<file path="config.mk">
export PLATFORM = sky130hd
export DESIGN_NAME = c7bbiu_rd_arb_flat
export DESIGN_NICKNAME = d
export VERILOG_FILES = /design/src/rtl/c7bbiu_rd_arb_if.sv /design/src/rtl/c7bbiu_rd_arb.sv /design/src/flat_wrapper.sv
export SDC_FILE = /design/constraint.sdc
export NUM_CORES = 1
export LEC_CHECK = 0
export BUFFER_PORTS_ARGS = -buffer_cell sky130_fd_sc_hd__buf_4
export CAP_MARGIN = 30
export CORE_AREA = 4 4 90 92
export DETAILED_ROUTE_END_ITERATION = 6
export DIE_AREA = 0 0 94 96
export PLACE_DENSITY = 0.72
export SKIP_CTS_REPAIR_TIMING = 1
export SLEW_MARGIN = 15
export SYNTH_ARGS = -nofsm -noshare
export SYNTH_HDL_FRONTEND = slang
export SYNTH_SLANG_ARGS = --single-unit
</file>
<file path="constraint.sdc">
create_clock -name clk -period 2 [get_ports clk]
set_input_delay 0.4 -clock clk [delete_from_list [all_inputs] [get_ports clk]]
set_output_delay 0.4 -clock clk [all_outputs]
set_load 0.02 [all_outputs]
</file>
<file path="src/rtl/c7bbiu_rd_arb_if.sv">
// Read-arbiter bus bundle: icache and dcache requester sides plus the BIU read port.
// The slave modport is the arbiter's view; master is the surrounding environment.
interface c7bbiu_rd_arb_if;
  // icache requester
  logic        icu_arb_req;
  logic [28:0] icu_arb_addr;
  logic        icu_arb_single;
  logic        arb_icu_ack;
  logic        arb_icu_data_valid;
  logic        arb_icu_data_last;
  logic        arb_icu_fault;
  // dcache requester
  logic        dcu_arb_req;
  logic [28:0] dcu_arb_addr;
  logic        dcu_arb_single;
  logic        arb_dcu_ack;
  logic        arb_dcu_data_valid;
  logic        arb_dcu_data_last;
  logic        arb_dcu_fault;
  // shared read data and BIU port
  logic [63:0] arb_data;
  logic        arb_biu_req;
  logic [28:0] arb_biu_addr;
  logic        arb_biu_single;
  logic        biu_arb_ack;
  logic        biu_arb_data_valid;
  logic        biu_arb_data_last;
  logic [63:0] biu_arb_data;
  logic        biu_arb_fault;
  logic        arb_proto_err;

  modport slave (
    input  icu_arb_req, icu_arb_addr, icu_arb_single,
    output arb_icu_ack, arb_icu_data_valid, arb_icu_data_last, arb_icu_fault,
    input  dcu_arb_req, dcu_arb_addr, dcu_arb_single,
    output arb_dcu_ack, arb_dcu_data_valid, arb_dcu_data_last, arb_dcu_fault,
    output arb_data, arb_biu_req, arb_biu_addr, arb_biu_single,
    input  biu_arb_ack, biu_arb_data_valid, biu_arb_data_last, biu_arb_data, biu_arb_fault,
    output arb_proto_err
  );

  modport master (
    output icu_arb_req, icu_arb_addr, icu_arb_single,
    input  arb_icu_ack, arb_icu_data_valid, arb_icu_data_last, arb_icu_fault,
    output dcu_arb_req, dcu_arb_addr, dcu_arb_single,
    input  arb_dcu_ack, arb_dcu_data_valid, arb_dcu_data_last, arb_dcu_fault,
    input  arb_data, arb_biu_req, arb_biu_addr, arb_biu_single,
    output biu_arb_ack, biu_arb_data_valid, biu_arb_data_last, biu_arb_data, biu_arb_fault,
    input  arb_proto_err
  );
endinterface

</file>
<file path="src/rtl/c7bbiu_rd_arb.sv">
// Two-requester read arbiter (icache line fill / dcache) in front of the BIU read port.
// Grant is held from request through the final beat; responses are steered to the owner
// only, and beat counts are checked against single/line to raise a sticky protocol error.
module c7bbiu_rd_arb #(
  parameter bit RR_EN    = 1'b1,
  parameter bit INIT_PRI = 1'b0
) (
  input  logic clk,
  input  logic resetn,
  c7bbiu_rd_arb_if.slave bus
);

  typedef enum logic [1:0] {
    IDLE = 2'd0,
    REQ  = 2'd1,
    DATA = 2'd2
  } state_t;

  state_t      state, state_nxt;
  logic        own_dcu, own_dcu_nxt;     // 0: icu owns the port, 1: dcu
  logic [28:0] addr_q, addr_nxt;
  logic        single_q, single_nxt;
  logic        pri_dcu, pri_dcu_nxt;     // 1: dcu wins the next tie
  logic [2:0]  beat_cnt, beat_cnt_nxt;   // valid beats seen in the current burst
  logic        proto_err, proto_err_nxt;

  logic        beat;
  logic        burst_end;
  logic        arb_en;
  logic        gnt_icu;
  logic        gnt_dcu;
  logic        exp_last;
  logic        ack_fwd;

  // State, owner, pointer, beat counter and sticky error registers
  always_ff @(posedge clk) begin
    if (!resetn) begin
      state     <= IDLE;
      own_dcu   <= 1'b0;
      addr_q    <= '0;
      single_q  <= 1'b0;
      pri_dcu   <= INIT_PRI;
      beat_cnt  <= '0;
      proto_err <= 1'b0;
    end else begin
      state     <= state_nxt;
      own_dcu   <= own_dcu_nxt;
      addr_q    <= addr_nxt;
      single_q  <= single_nxt;
      pri_dcu   <= pri_dcu_nxt;
      beat_cnt  <= beat_cnt_nxt;
      proto_err <= proto_err_nxt;
    end
  end

  // Arbitration, next-state, beat checking and owner-steered outputs
  always_comb begin
    state_nxt     = state;
    own_dcu_nxt   = own_dcu;
    addr_nxt      = addr_q;
    single_nxt    = single_q;
    pri_dcu_nxt   = pri_dcu;
    beat_cnt_nxt  = beat_cnt;
    proto_err_nxt = proto_err;
    gnt_icu       = 1'b0;
    gnt_dcu       = 1'b0;

    beat      = (state == DATA) && bus.biu_arb_data_valid;
    // A fault terminates the burst and is treated as its last beat.
    burst_end = beat && (bus.biu_arb_data_last || bus.biu_arb_fault);
    arb_en    = (state == IDLE) || burst_end;
    ack_fwd   = (state == REQ) && bus.biu_arb_ack;
    exp_last  = single_q ? (beat_cnt == 3'd0) : (beat_cnt == 3'd3);

    if (arb_en) begin
      if (bus.icu_arb_req && bus.dcu_arb_req) begin
        if (RR_EN && pri_dcu) gnt_dcu = 1'b1;
        else                  gnt_icu = 1'b1;
      end else if (bus.icu_arb_req) begin
        gnt_icu = 1'b1;
      end else if (bus.dcu_arb_req) begin
        gnt_dcu = 1'b1;
      end
    end

    if (gnt_icu) begin
      own_dcu_nxt = 1'b0;
      addr_nxt    = bus.icu_arb_addr;
      single_nxt  = bus.icu_arb_single;
      pri_dcu_nxt = 1'b1;
    end else if (gnt_dcu) begin
      own_dcu_nxt = 1'b1;
      addr_nxt    = bus.dcu_arb_addr;
      single_nxt  = bus.dcu_arb_single;
      pri_dcu_nxt = 1'b0;
    end

    case (state)
      IDLE:    if (gnt_icu || gnt_dcu) state_nxt = REQ;
      REQ:     if (bus.biu_arb_ack) state_nxt = DATA;
      DATA:    if (burst_end) state_nxt = (gnt_icu || gnt_dcu) ? REQ : IDLE;
      default: state_nxt = IDLE;
    endcase

    if (burst_end)  beat_cnt_nxt = '0;
    else if (beat)  beat_cnt_nxt = beat_cnt + 3'd1;

    // Early or late last on a non-faulting beat, or any stray handshake.
    if (beat && !bus.biu_arb_fault && (bus.biu_arb_data_last != exp_last))
      proto_err_nxt = 1'b1;
    if (bus.biu_arb_data_valid && (state != DATA))
      proto_err_nxt = 1'b1;
    if (bus.biu_arb_ack && (state != REQ))
      proto_err_nxt = 1'b1;

    bus.arb_biu_req    = (state == REQ);
    bus.arb_biu_addr   = addr_q;
    bus.arb_biu_single = single_q;
    bus.arb_data       = (state == DATA) ? bus.biu_arb_data : '0;
    bus.arb_proto_err  = proto_err;

    bus.arb_icu_ack        = ack_fwd && !own_dcu;
    bus.arb_icu_data_valid = beat && !own_dcu;
    bus.arb_icu_data_last  = burst_end && !own_dcu;
    bus.arb_icu_fault      = beat && bus.biu_arb_fault && !own_dcu;

    bus.arb_dcu_ack        = ack_fwd && own_dcu;
    bus.arb_dcu_data_valid = beat && own_dcu;
    bus.arb_dcu_data_last  = burst_end && own_dcu;
    bus.arb_dcu_fault      = beat && bus.biu_arb_fault && own_dcu;
  end

endmodule

</file>
<file path="src/flat_wrapper.sv">
// flat-port wrapper written by rule: the top's interface ports become plain ports
module c7bbiu_rd_arb_flat 
#(
  parameter bit RR_EN    = 1'b1,
  parameter bit INIT_PRI = 1'b0
)
  (clk, resetn, bus_icu_arb_req, bus_icu_arb_addr, bus_icu_arb_single, bus_arb_icu_ack, bus_arb_icu_data_valid, bus_arb_icu_data_last, bus_arb_icu_fault, bus_dcu_arb_req, bus_dcu_arb_addr, bus_dcu_arb_single, bus_arb_dcu_ack, bus_arb_dcu_data_valid, bus_arb_dcu_data_last, bus_arb_dcu_fault, bus_arb_data, bus_arb_biu_req, bus_arb_biu_addr, bus_arb_biu_single, bus_biu_arb_ack, bus_biu_arb_data_valid, bus_biu_arb_data_last, bus_biu_arb_data, bus_biu_arb_fault, bus_arb_proto_err);
  c7bbiu_rd_arb_if bus_i ();
  input  logic clk;
  input  logic resetn;
  input wire logic [$bits(bus_i.icu_arb_req)-1:0] bus_icu_arb_req;
  input wire logic [$bits(bus_i.icu_arb_addr)-1:0] bus_icu_arb_addr;
  input wire logic [$bits(bus_i.icu_arb_single)-1:0] bus_icu_arb_single;
  output wire logic [$bits(bus_i.arb_icu_ack)-1:0] bus_arb_icu_ack;
  output wire logic [$bits(bus_i.arb_icu_data_valid)-1:0] bus_arb_icu_data_valid;
  output wire logic [$bits(bus_i.arb_icu_data_last)-1:0] bus_arb_icu_data_last;
  output wire logic [$bits(bus_i.arb_icu_fault)-1:0] bus_arb_icu_fault;
  input wire logic [$bits(bus_i.dcu_arb_req)-1:0] bus_dcu_arb_req;
  input wire logic [$bits(bus_i.dcu_arb_addr)-1:0] bus_dcu_arb_addr;
  input wire logic [$bits(bus_i.dcu_arb_single)-1:0] bus_dcu_arb_single;
  output wire logic [$bits(bus_i.arb_dcu_ack)-1:0] bus_arb_dcu_ack;
  output wire logic [$bits(bus_i.arb_dcu_data_valid)-1:0] bus_arb_dcu_data_valid;
  output wire logic [$bits(bus_i.arb_dcu_data_last)-1:0] bus_arb_dcu_data_last;
  output wire logic [$bits(bus_i.arb_dcu_fault)-1:0] bus_arb_dcu_fault;
  output wire logic [$bits(bus_i.arb_data)-1:0] bus_arb_data;
  output wire logic [$bits(bus_i.arb_biu_req)-1:0] bus_arb_biu_req;
  output wire logic [$bits(bus_i.arb_biu_addr)-1:0] bus_arb_biu_addr;
  output wire logic [$bits(bus_i.arb_biu_single)-1:0] bus_arb_biu_single;
  input wire logic [$bits(bus_i.biu_arb_ack)-1:0] bus_biu_arb_ack;
  input wire logic [$bits(bus_i.biu_arb_data_valid)-1:0] bus_biu_arb_data_valid;
  input wire logic [$bits(bus_i.biu_arb_data_last)-1:0] bus_biu_arb_data_last;
  input wire logic [$bits(bus_i.biu_arb_data)-1:0] bus_biu_arb_data;
  input wire logic [$bits(bus_i.biu_arb_fault)-1:0] bus_biu_arb_fault;
  output wire logic [$bits(bus_i.arb_proto_err)-1:0] bus_arb_proto_err;
  assign bus_i.icu_arb_req = bus_icu_arb_req;
  assign bus_i.icu_arb_addr = bus_icu_arb_addr;
  assign bus_i.icu_arb_single = bus_icu_arb_single;
  assign bus_arb_icu_ack = bus_i.arb_icu_ack;
  assign bus_arb_icu_data_valid = bus_i.arb_icu_data_valid;
  assign bus_arb_icu_data_last = bus_i.arb_icu_data_last;
  assign bus_arb_icu_fault = bus_i.arb_icu_fault;
  assign bus_i.dcu_arb_req = bus_dcu_arb_req;
  assign bus_i.dcu_arb_addr = bus_dcu_arb_addr;
  assign bus_i.dcu_arb_single = bus_dcu_arb_single;
  assign bus_arb_dcu_ack = bus_i.arb_dcu_ack;
  assign bus_arb_dcu_data_valid = bus_i.arb_dcu_data_valid;
  assign bus_arb_dcu_data_last = bus_i.arb_dcu_data_last;
  assign bus_arb_dcu_fault = bus_i.arb_dcu_fault;
  assign bus_arb_data = bus_i.arb_data;
  assign bus_arb_biu_req = bus_i.arb_biu_req;
  assign bus_arb_biu_addr = bus_i.arb_biu_addr;
  assign bus_arb_biu_single = bus_i.arb_biu_single;
  assign bus_i.biu_arb_ack = bus_biu_arb_ack;
  assign bus_i.biu_arb_data_valid = bus_biu_arb_data_valid;
  assign bus_i.biu_arb_data_last = bus_biu_arb_data_last;
  assign bus_i.biu_arb_data = bus_biu_arb_data;
  assign bus_i.biu_arb_fault = bus_biu_arb_fault;
  assign bus_arb_proto_err = bus_i.arb_proto_err;
  c7bbiu_rd_arb #(.RR_EN(RR_EN), .INIT_PRI(INIT_PRI)) u_core (.clk(clk), .resetn(resetn), .bus(bus_i));
endmodule
</file>
==> impl_metrics.py, run 1 <==
metrics = {
    "status": {
        "status": "complete, no violations",
    },
    "clock_network": {
        "clock_latency_ns": 0.28,
        "clockRootBuffer": "clkbuf_8",
        "path_clk_slew_ns": 0.07,
        "ctsHtreeMaxLevel": 2,
        "cts_tree": "yes",
        "cts.path.max_buffers": 2,
        "numClockSinks": 38,
        "cts_buffers": 5,
    },
    "sta": {
        "post-route-period-util_pct": 94.6,
        "min_period_ns": 1.89,
        "worstMarginPinSlew_ns": 0.456,
        "fmax_mhz": 529,
        "fin_worst_skew_ns": 0.00437,
        "slew_violations": 0,
        "rsz0062_at_grt": "false",
        "tns_ns": 0,
        "relSlewSlack_pct": 69.6,
        "hold_viol_final": 0,
        "setup_viol": 0,
    },
    "pwr": {
        "pwr_density_cell_mw_per_mm2": 552,
        "ir_worst_vdd_mv": 0.249,
        "p_leak_uw": 0.00208,
        "total_power_uw": 2290,
    },
    "detailed_routing": {
        "drtIter0Drc": 98,
        "drcViolationCount": 0,
        "dr_total_vias": 2674,
        "via_per_inst": 4.71,
        "drt_pass1_iterations": 4,
        "antenna_left": 0,
        "drt-total-wl_mm": 9.21,
        "routedWlPerCell_um": 16.2,
    },
    "die": {
        "core_region_area_mm2": 0.00721,
        "die_area_mm2": 0.00902,
        "start_util_pct": 30.9,
        "die_x_um": 94,
        "die_y_um": 96,
        "rows": 31,
        "ios": 236,
    },
    "cells_and_area": {
        "fill_cells": 654,
        "nNetsFinal": 602,
        "final_common_cell": "buf_4",
        "final_cell_mix": "buf_4 (240), and2_1 (66), dfxtp_1 (38), o22a_1 (30), o221a_1 (29)",
        "synthToLayoutAreaGrowth_pct": 86.2,
        "drive_gt1_share_pct": 54.9,
    },
    "global_routing": {
        "grt_pass1_vias": 2730,
        "grt_busiest_layer": "met2",
        "grt_max_degree": 44,
        "grtUsageMet2_pct": 33.4,
        "use_met1_pct": 21.4,
        "overflow": 0,
        "use_met3_pct": 6.25,
        "groute.usage.overall_pct": 18.9,
        "grt_pass1_wl_mm": 13.3,
        "antenna_found_initial": 1,
    },
    "setup_path": {
        "crit_required_ns": 1.60,
        "cp_max_fo": 7,
        "reg2reg_slack_ns": 0.46,
        "cp-start-kind": "flip-flop",
        "reg2reg_to": "u_core.bus.arb_proto_err",
        "r2r_start": "u_core.beat_cnt[0]",
        "worst-setup-path-type": "reg -> out",
        "crit_path_end_kind": "output port",
        "ff2ff_path_depth": 6,
        "critPathArrivalTime_ns": 1.49,
    },
    "synth": {
        "syn_nets": 377,
        "synth-edff-count": 0,
        "post_synth.cell_area_avg_um2": 9.21,
        "ys.flop_type": "dfxtp_1",
        "ys_seq_area_share_pct": 34.1,
        "synthCells": 242,
        "synth-seq-cells": 38,
        "ys_warn_count": 0,
        "ys_types": 33,
        "ys_async_sr_fraction_pct": 0,
        "netlist_area_mm2": 0.00223,
    },
    "flow_run": {
        "max_cap_viol_count": 0,
    },
    "hold_path": {
        "min_to": "u_core.bus.arb_proto_err",
        "holdCritPathClass": "in -> reg",
        "hp-start": "bus_biu_arb_fault",
        "hold_depth": 2,
    },
    "placement": {
        "gp_congestion": 0.845,
        "place_hpwl_mm": 7.62,
        "io_buffers": 235,
    },
}
-- cell families after synthesis --
| kind of cell | after synthesis | share of synthesized area (%) |
|---|---|---|
| simple gates | 93 | 25.2 |
| buf+inv | 30 | 6.40 |
| flops | 38 | 34.1 |
| fa+ha+maj | 3 | 1.68 |
| xor+xnor | 1 | 0.393 |
| compound gates | 77 | 32.2 |
-- flip-flops by register name (all words and copies together) (netlist names) --
signal,cells
u_core.beat_cnt,3
u_core.bus.arb_biu_addr,29
u_core.bus.arb_biu_single,1
u_core.bus.arb_proto_err,1
u_core.own_dcu,1
u_core.pri_dcu,1
u_core.state,2
-- synth_stat cells (all sizes together) (3+ instances only) --
cell type,count,share of area [%]
o21ai,4,1.1
and2,66,19
a21oi,6,1.3
dfxtp,38,34
clkbuf,13,2.2
o22a,30,12
buf,10,3.0
nor2,9,2.2
inv,7,1.2
ha,3,1.7
o221a,30,15
nand2,8,1.5
-- area by class of cell --
type	count	area [µm²]	share of cell area, %
diodes	1	2.50	0.0603
clock buffers	6	82.6	1.99
clock inverters	2	12.5	0.301
inverters	7	26.3	0.633
multi-input cells	174	1330	32.0
flip-flops and latches	38	761	18.3
well taps	99	124	2.98
repair buffers	241	1810	43.7
-- worst max-delay path by stage --
stage / from / endpoint / slack (ns)
after floorplan: u_core.state[0] / bus_arb_icu_fault / 0.32
after global placement: bus_biu_arb_fault / u_core.own_dcu / 0.38
after detailed placement: bus_biu_arb_fault / u_core.own_dcu / 0.35
after CTS: u_core.state[0] / bus_arb_data[25] / 0.07
after global routing: u_core.state[0] / bus_arb_icu_fault / 0.02
final: u_core.state[0] / bus_arb_icu_fault / 0.11
-- worst max-delay path: stages (launching register included) --
cell	delay, ns
dfxtp_1	0.38
and2b_2	0.27
nand2_2	0.14
nor2_1	0.07
and2_1	0.18
buf_4	0.16
-- layer usage --
metal,part of all wire [%],vias up
met1,38,1208
met3,9.6,6
li1,-,1331
met2,51,129
met5,0,-
met4,1.8,0
-- power by group --
| group | internal (µW) | total (µW) | switching (µW) |
|---|---|---|---|
| Combinational | 455 | 861 | 407 |
| Clock | 277 | 538 | 261 |
| Sequential | 840 | 891 | 51.0 |
| Total | 1570 | 2290 | 719 |
-- through the flow --
stage	cell area, µm²	std cells	hold WS (ns)	util, %	setup slack [ns]
after floorplan	2230	242	0.432	-	0.322
after global placement	4050	559	0.452	56.1	0.383
after detailed placement	4050	559	0.469	56.1	0.346
after CTS	4140	567	0.351	57.4	0.0672
after global routing	4150	568	0.366	57.5	0.0212
final	4150	568	0.366	57.5	0.108
No activity file was read; power rests on OpenSTA's default activity.
==> inputs of run 2 (changes only) <==
==> constraint.sdc (replaced) <==
create_clock -name clk -period 2 [get_ports clk]
set_input_delay 0.2 -clock clk [delete_from_list [all_inputs] [get_ports clk]]
set_output_delay 0.2 -clock clk [all_outputs]
set_load 0.02 [all_outputs]
==> impl_metrics.py, run 2 (synthesized netlist as in run 1, its figures left out) <==
metrics = {
    "detailed_routing": {
        "via_per_inst": 4.72,
        "drt-total-wl_mm": 9.11,
        "routedWlPerCell_um": 16.1,
        "antenna_left": 0,
        "dr_total_vias": 2670,
        "drt_pass1_iterations": 4,
        "drtIter0Drc": 72,
        "drcViolationCount": 0,
    },
    "cells_and_area": {
        "largest_reg_flops": 29,
        "nNetsFinal": 601,
        "fin_cells": 566,
        "fill_cells": 653,
        "n_antenna_cell": 0,
        "synthToLayoutAreaGrowth_pct": 85.6,
        "final_common_cell": "buf_4",
        "final_cell_mix": "buf_4 (240), and2_1 (66), dfxtp_1 (38), o22a_1 (30), o221a_1 (29)",
        "drive_gt1_share_pct": 54.8,
        "utilization_pct": 57.3,
    },
    "setup_path": {
        "cp-start-kind": "flip-flop",
        "crit_path_end_kind": "output port",
        "cp_max_fo": 41,
        "crit_top_cell": "buf_4",
        "max_stage_delay_ns": 0.38,
        "crit_required_ns": 1.80,
        "critPathArrivalTime_ns": 1.52,
        "crit_family": "simple AND/OR/NAND/NOR gates",
        "cp_cell_sequence": "and2b_2 > buf_4 > and2_1 > buf_4",
        "cp_slowest_cell": "dfxtp_1",
        "worst-setup-path-type": "reg -> out",
        "cp_num_buf_inv": 2,
    },
    "die": {
        "die_area_mm2": 0.00902,
        "die_y_um": 96,
        "start_util_pct": 30.9,
        "die_x_um": 94,
        "ios": 236,
        "rows": 31,
        "core_region_area_mm2": 0.00721,
    },
    "clock_network": {
        "ctsHtreeMaxLevel": 2,
        "clock_latency_ns": 0.28,
        "cts_buffers": 5,
        "clockRootBuffer": "clkbuf_8",
        "cts.path.max_buffers": 2,
        "path_clk_slew_ns": 0.08,
        "cts_tree": "yes",
        "numClockSinks": 38,
    },
    "flow_run": {
        "max_cap_viol_count": 0,
    },
    "sta": {
        "fmax_mhz": 581,
        "hold_viol_final": 0,
        "slew_violations": 0,
        "worstMarginPinSlew_ns": 0.425,
        "rsz0062_at_grt": "false",
        "setup_viol": 0,
        "min_period_ns": 1.72,
        "fin_worst_skew_ns": 0.00568,
        "post-route-period-util_pct": 86.1,
        "holdWs_ns": 0.153,
        "fin_ws_ns": 0.279,
        "relSlewSlack_pct": 71.7,
        "tns_ns": 0,
    },
    "hold_path": {
        "holdCritPathClass": "in -> reg",
    },
    "global_routing": {
        "groute.usage.overall_pct": 18.6,
        "antenna_found_initial": 0,
        "overflow": 0,
        "grt_pass1_wl_mm": 13.3,
        "grt_max_degree": 42,
        "grt_pass1_vias": 2738,
    },
    "pwr": {
        "ir_worst_vdd_mv": 0.225,
        "pwr_density_cell_mw_per_mm2": 553,
        "p_leak_uw": 0.00207,
    },
    "placement": {
        "place_ws_ns": 0.529,
        "place_hpwl_mm": 7.50,
        "dp.cells": 558,
        "gp_congestion": 0.803,
        "io_buffers": 235,
    },
    "status": {
        "status": "complete, no violations",
    },
}
## run 2: metal layers
metal | global-route usage, % | up-vias | wire length (µm)
li1 | - | 1333 | -
met1 | 20.1 | 1196 | 3340
met2 | 33.5 | 131 | 4630
met3 | 6.96 | 10 | 949
met4 | 6.38 | 0 | 193
met5 | 0 | - | 0
## run 2: area by class of cell
class	count	area (µm²)	share of cell area (%)
clock buffers	6	82.6	2.00
flip-flops and latches	38	761	18.4
clock inverters	2	12.5	0.302
repair buffers	240	1800	43.6
multi-input cells	174	1330	32.1
inverters	7	26.3	0.635
well taps	99	124	2.99
## run 2: path summary, 6_finish.rpt
path / start / to / slack, ns / cells after the start
max: u_core.state[0] / bus_arb_data[27] / 0.28 / 4
min: bus_biu_arb_fault / u_core.bus.arb_proto_err / 0.15 / 2
max reg2reg: u_core.beat_cnt[0] / u_core.beat_cnt[2] / 0.53 / 4
min reg2reg: u_core.beat_cnt[2] / u_core.beat_cnt[2] / 0.46 / 2
## run 2: power by group
group | internal (µW) | switching [µW]
Clock | 277 | 265
Sequential | 840 | 50.6
Combinational | 452 | 404
Total | 1570 | 719
## run 2: metrics by stage
stage	total power [µW]	cell area (µm²)
floorplan	1340	2230
global placement	1760	4040
detailed placement	1770	4040
CTS	2320	4140
global route	2420	4140
finish	2290	4140
==> inputs of run 3 (changes only) <==
Settings changed: CELL_PAD_IN_SITES_DETAIL_PLACEMENT set to 0, CELL_PAD_IN_SITES_GLOBAL_PLACEMENT set to 1, CORE_AREA 4 4 90 92 to not set, CORE_MARGIN set to 4, CORE_UTILIZATION set to 23, DIE_AREA 0 0 94 96 to not set, PLACE_DENSITY 0.72 to not set, PLACE_DENSITY_LB_ADDON set to 0.1.
==> impl_metrics.py, run 3 (synthesized netlist as in run 1, its figures left out) <==
metrics = {
    "status": {
        "status": "complete, no violations",
    },
    "clock_network": {
        "path_clk_slew_ns": 0.07,
        "clockRootBuffer": "clkbuf_8",
        "cts_tree": "yes",
        "cts.path.max_buffers": 2,
        "ctsHtreeMaxLevel": 2,
        "clock_latency_ns": 0.28,
        "numClockSinks": 38,
        "cts_buffers": 5,
    },
    "die": {
        "die_x_um": 106,
        "rows": 35,
        "start_util_pct": 23.9,
        "ios": 236,
        "core_region_area_mm2": 0.00933,
        "die_area_mm2": 0.0113,
        "die_y_um": 106,
    },
    "setup_path": {
        "worst-setup-path-type": "reg -> out",
        "crit_path_end_kind": "output port",
        "crit_required_ns": 1.80,
        "cp_max_fo": 24,
        "cp-start-kind": "flip-flop",
        "critPathArrivalTime_ns": 1.60,
        "ff2ff_path_depth": 4,
    },
    "global_routing": {
        "overflow": 0,
        "grt_pass1_wl_mm": 13.7,
        "grt_max_degree": 48,
        "groute.usage.overall_pct": 15.0,
        "grt_pass1_vias": 2662,
        "antenna_found_initial": 0,
    },
    "detailed_routing": {
        "routedWlPerCell_um": 15.4,
        "via_per_inst": 4.47,
        "drcViolationCount": 0,
        "antenna_left": 0,
        "drt-total-wl_mm": 9.17,
        "drt_pass1_iterations": 4,
        "drtIter0Drc": 83,
        "dr_total_vias": 2662,
    },
    "placement": {
        "dp.cells": 588,
        "gp_congestion": 0.823,
        "place_hpwl_mm": 7.45,
        "place_ws_ns": 0.403,
        "io_buffers": 235,
    },
    "cells_and_area": {
        "fin_cells": 595,
        "drive_gt1_share_pct": 54.7,
        "fill_cells": 964,
        "nNetsFinal": 601,
        "n_antenna_cell": 0,
        "largest_reg_flops": 29,
        "synthToLayoutAreaGrowth_pct": 87.2,
        "final_cell_mix": "buf_4 (239), and2_1 (66), dfxtp_1 (38), o22a_1 (30), o221a_1 (29)",
        "final_common_cell": "buf_4",
    },
    "pwr": {
        "total_power_uw": 2230,
        "ir_worst_vdd_mv": 0.291,
        "p_leak_uw": 0.00207,
        "pwr_density_cell_mw_per_mm2": 534,
    },
    "sta": {
        "tns_ns": 0,
        "fin_worst_skew_ns": 0.00290,
        "rsz0062_at_grt": "false",
        "fmax_mhz": 556,
        "hold_viol_final": 0,
        "worstMarginPinSlew_ns": 0.457,
        "holdWs_ns": 0.153,
        "fin_ws_ns": 0.201,
        "min_period_ns": 1.80,
        "setup_viol": 0,
        "relSlewSlack_pct": 69.6,
        "post-route-period-util_pct": 90.0,
        "slew_violations": 0,
    },
    "hold_path": {
        "hold_depth": 2,
        "holdCritPathClass": "in -> reg",
    },
    "flow_run": {
        "max_cap_viol_count": 0,
    },
}
==> run 3: changes by cell type in the layout (fill, tap and decap cells not counted) <==
cell,previous run,this run
and2b_4,0,1
clkbuf_8,6,5
clkinv_2,1,2
clkinvlp_4,1,0
buf_4,240,239
buf_12,0,1
and2b_2,1,0
==> run 3: where the power goes <==
group          switching, µW  leakage (µW)  internal, µW  total, µW
clock                    246     0.0000438           234        479
combinational            405       0.00171           457        861
sequential              48.5      0.000315           840        889
==> run 3: final cells by class <==
cell class                 instances  area, µm²  share of cell area (%)
clock buffer                       5       68.8                    1.65
clock inverter                     2       10.0                   0.240
inverter                           7       26.3                   0.630
multi-input combinational        174       1330                    31.9
sequential                        38        761                    18.2
tap                              129        161                    3.87
timing repair buffer             240       1810                    43.5
==> run 3: metrics by stage <==
step / util [%] / instance area, µm²
finish: 44.7 / 4170
global placement: 43.9 / 4090
global route: 44.7 / 4170
floorplan: - / 2230
detailed placement: 43.9 / 4090
CTS: 44.7 / 4170
==> run 3: final timing paths <==
path,end,slack [ns],startpoint
max,bus_arb_icu_fault,0.20,u_core.state[0]
min,u_core.bus.arb_proto_err,0.15,bus_biu_arb_fault
max reg2reg,u_core.beat_cnt[2],0.47,u_core.state[0]
min reg2reg,u_core.beat_cnt[2],0.46,u_core.beat_cnt[2]
==> run 3: routing by layer <==
layer	share of wire [%]	global-route usage [%]	vias up
met2	52	27.5	132
met5	0	0	-
met3	12	6.50	5
li1	-	-	1332
met1	36	16.0	1193
met4	0.83	3.29	0
==> run 3: worst max-delay path, cell delays in order, from the launching register on <==
cell,delay [ns]
dfxtp_1,0.34
and2b_4,0.42
nand2_2,0.15
nor2_1,0.14
and2_1,0.14
buf_4,0.13
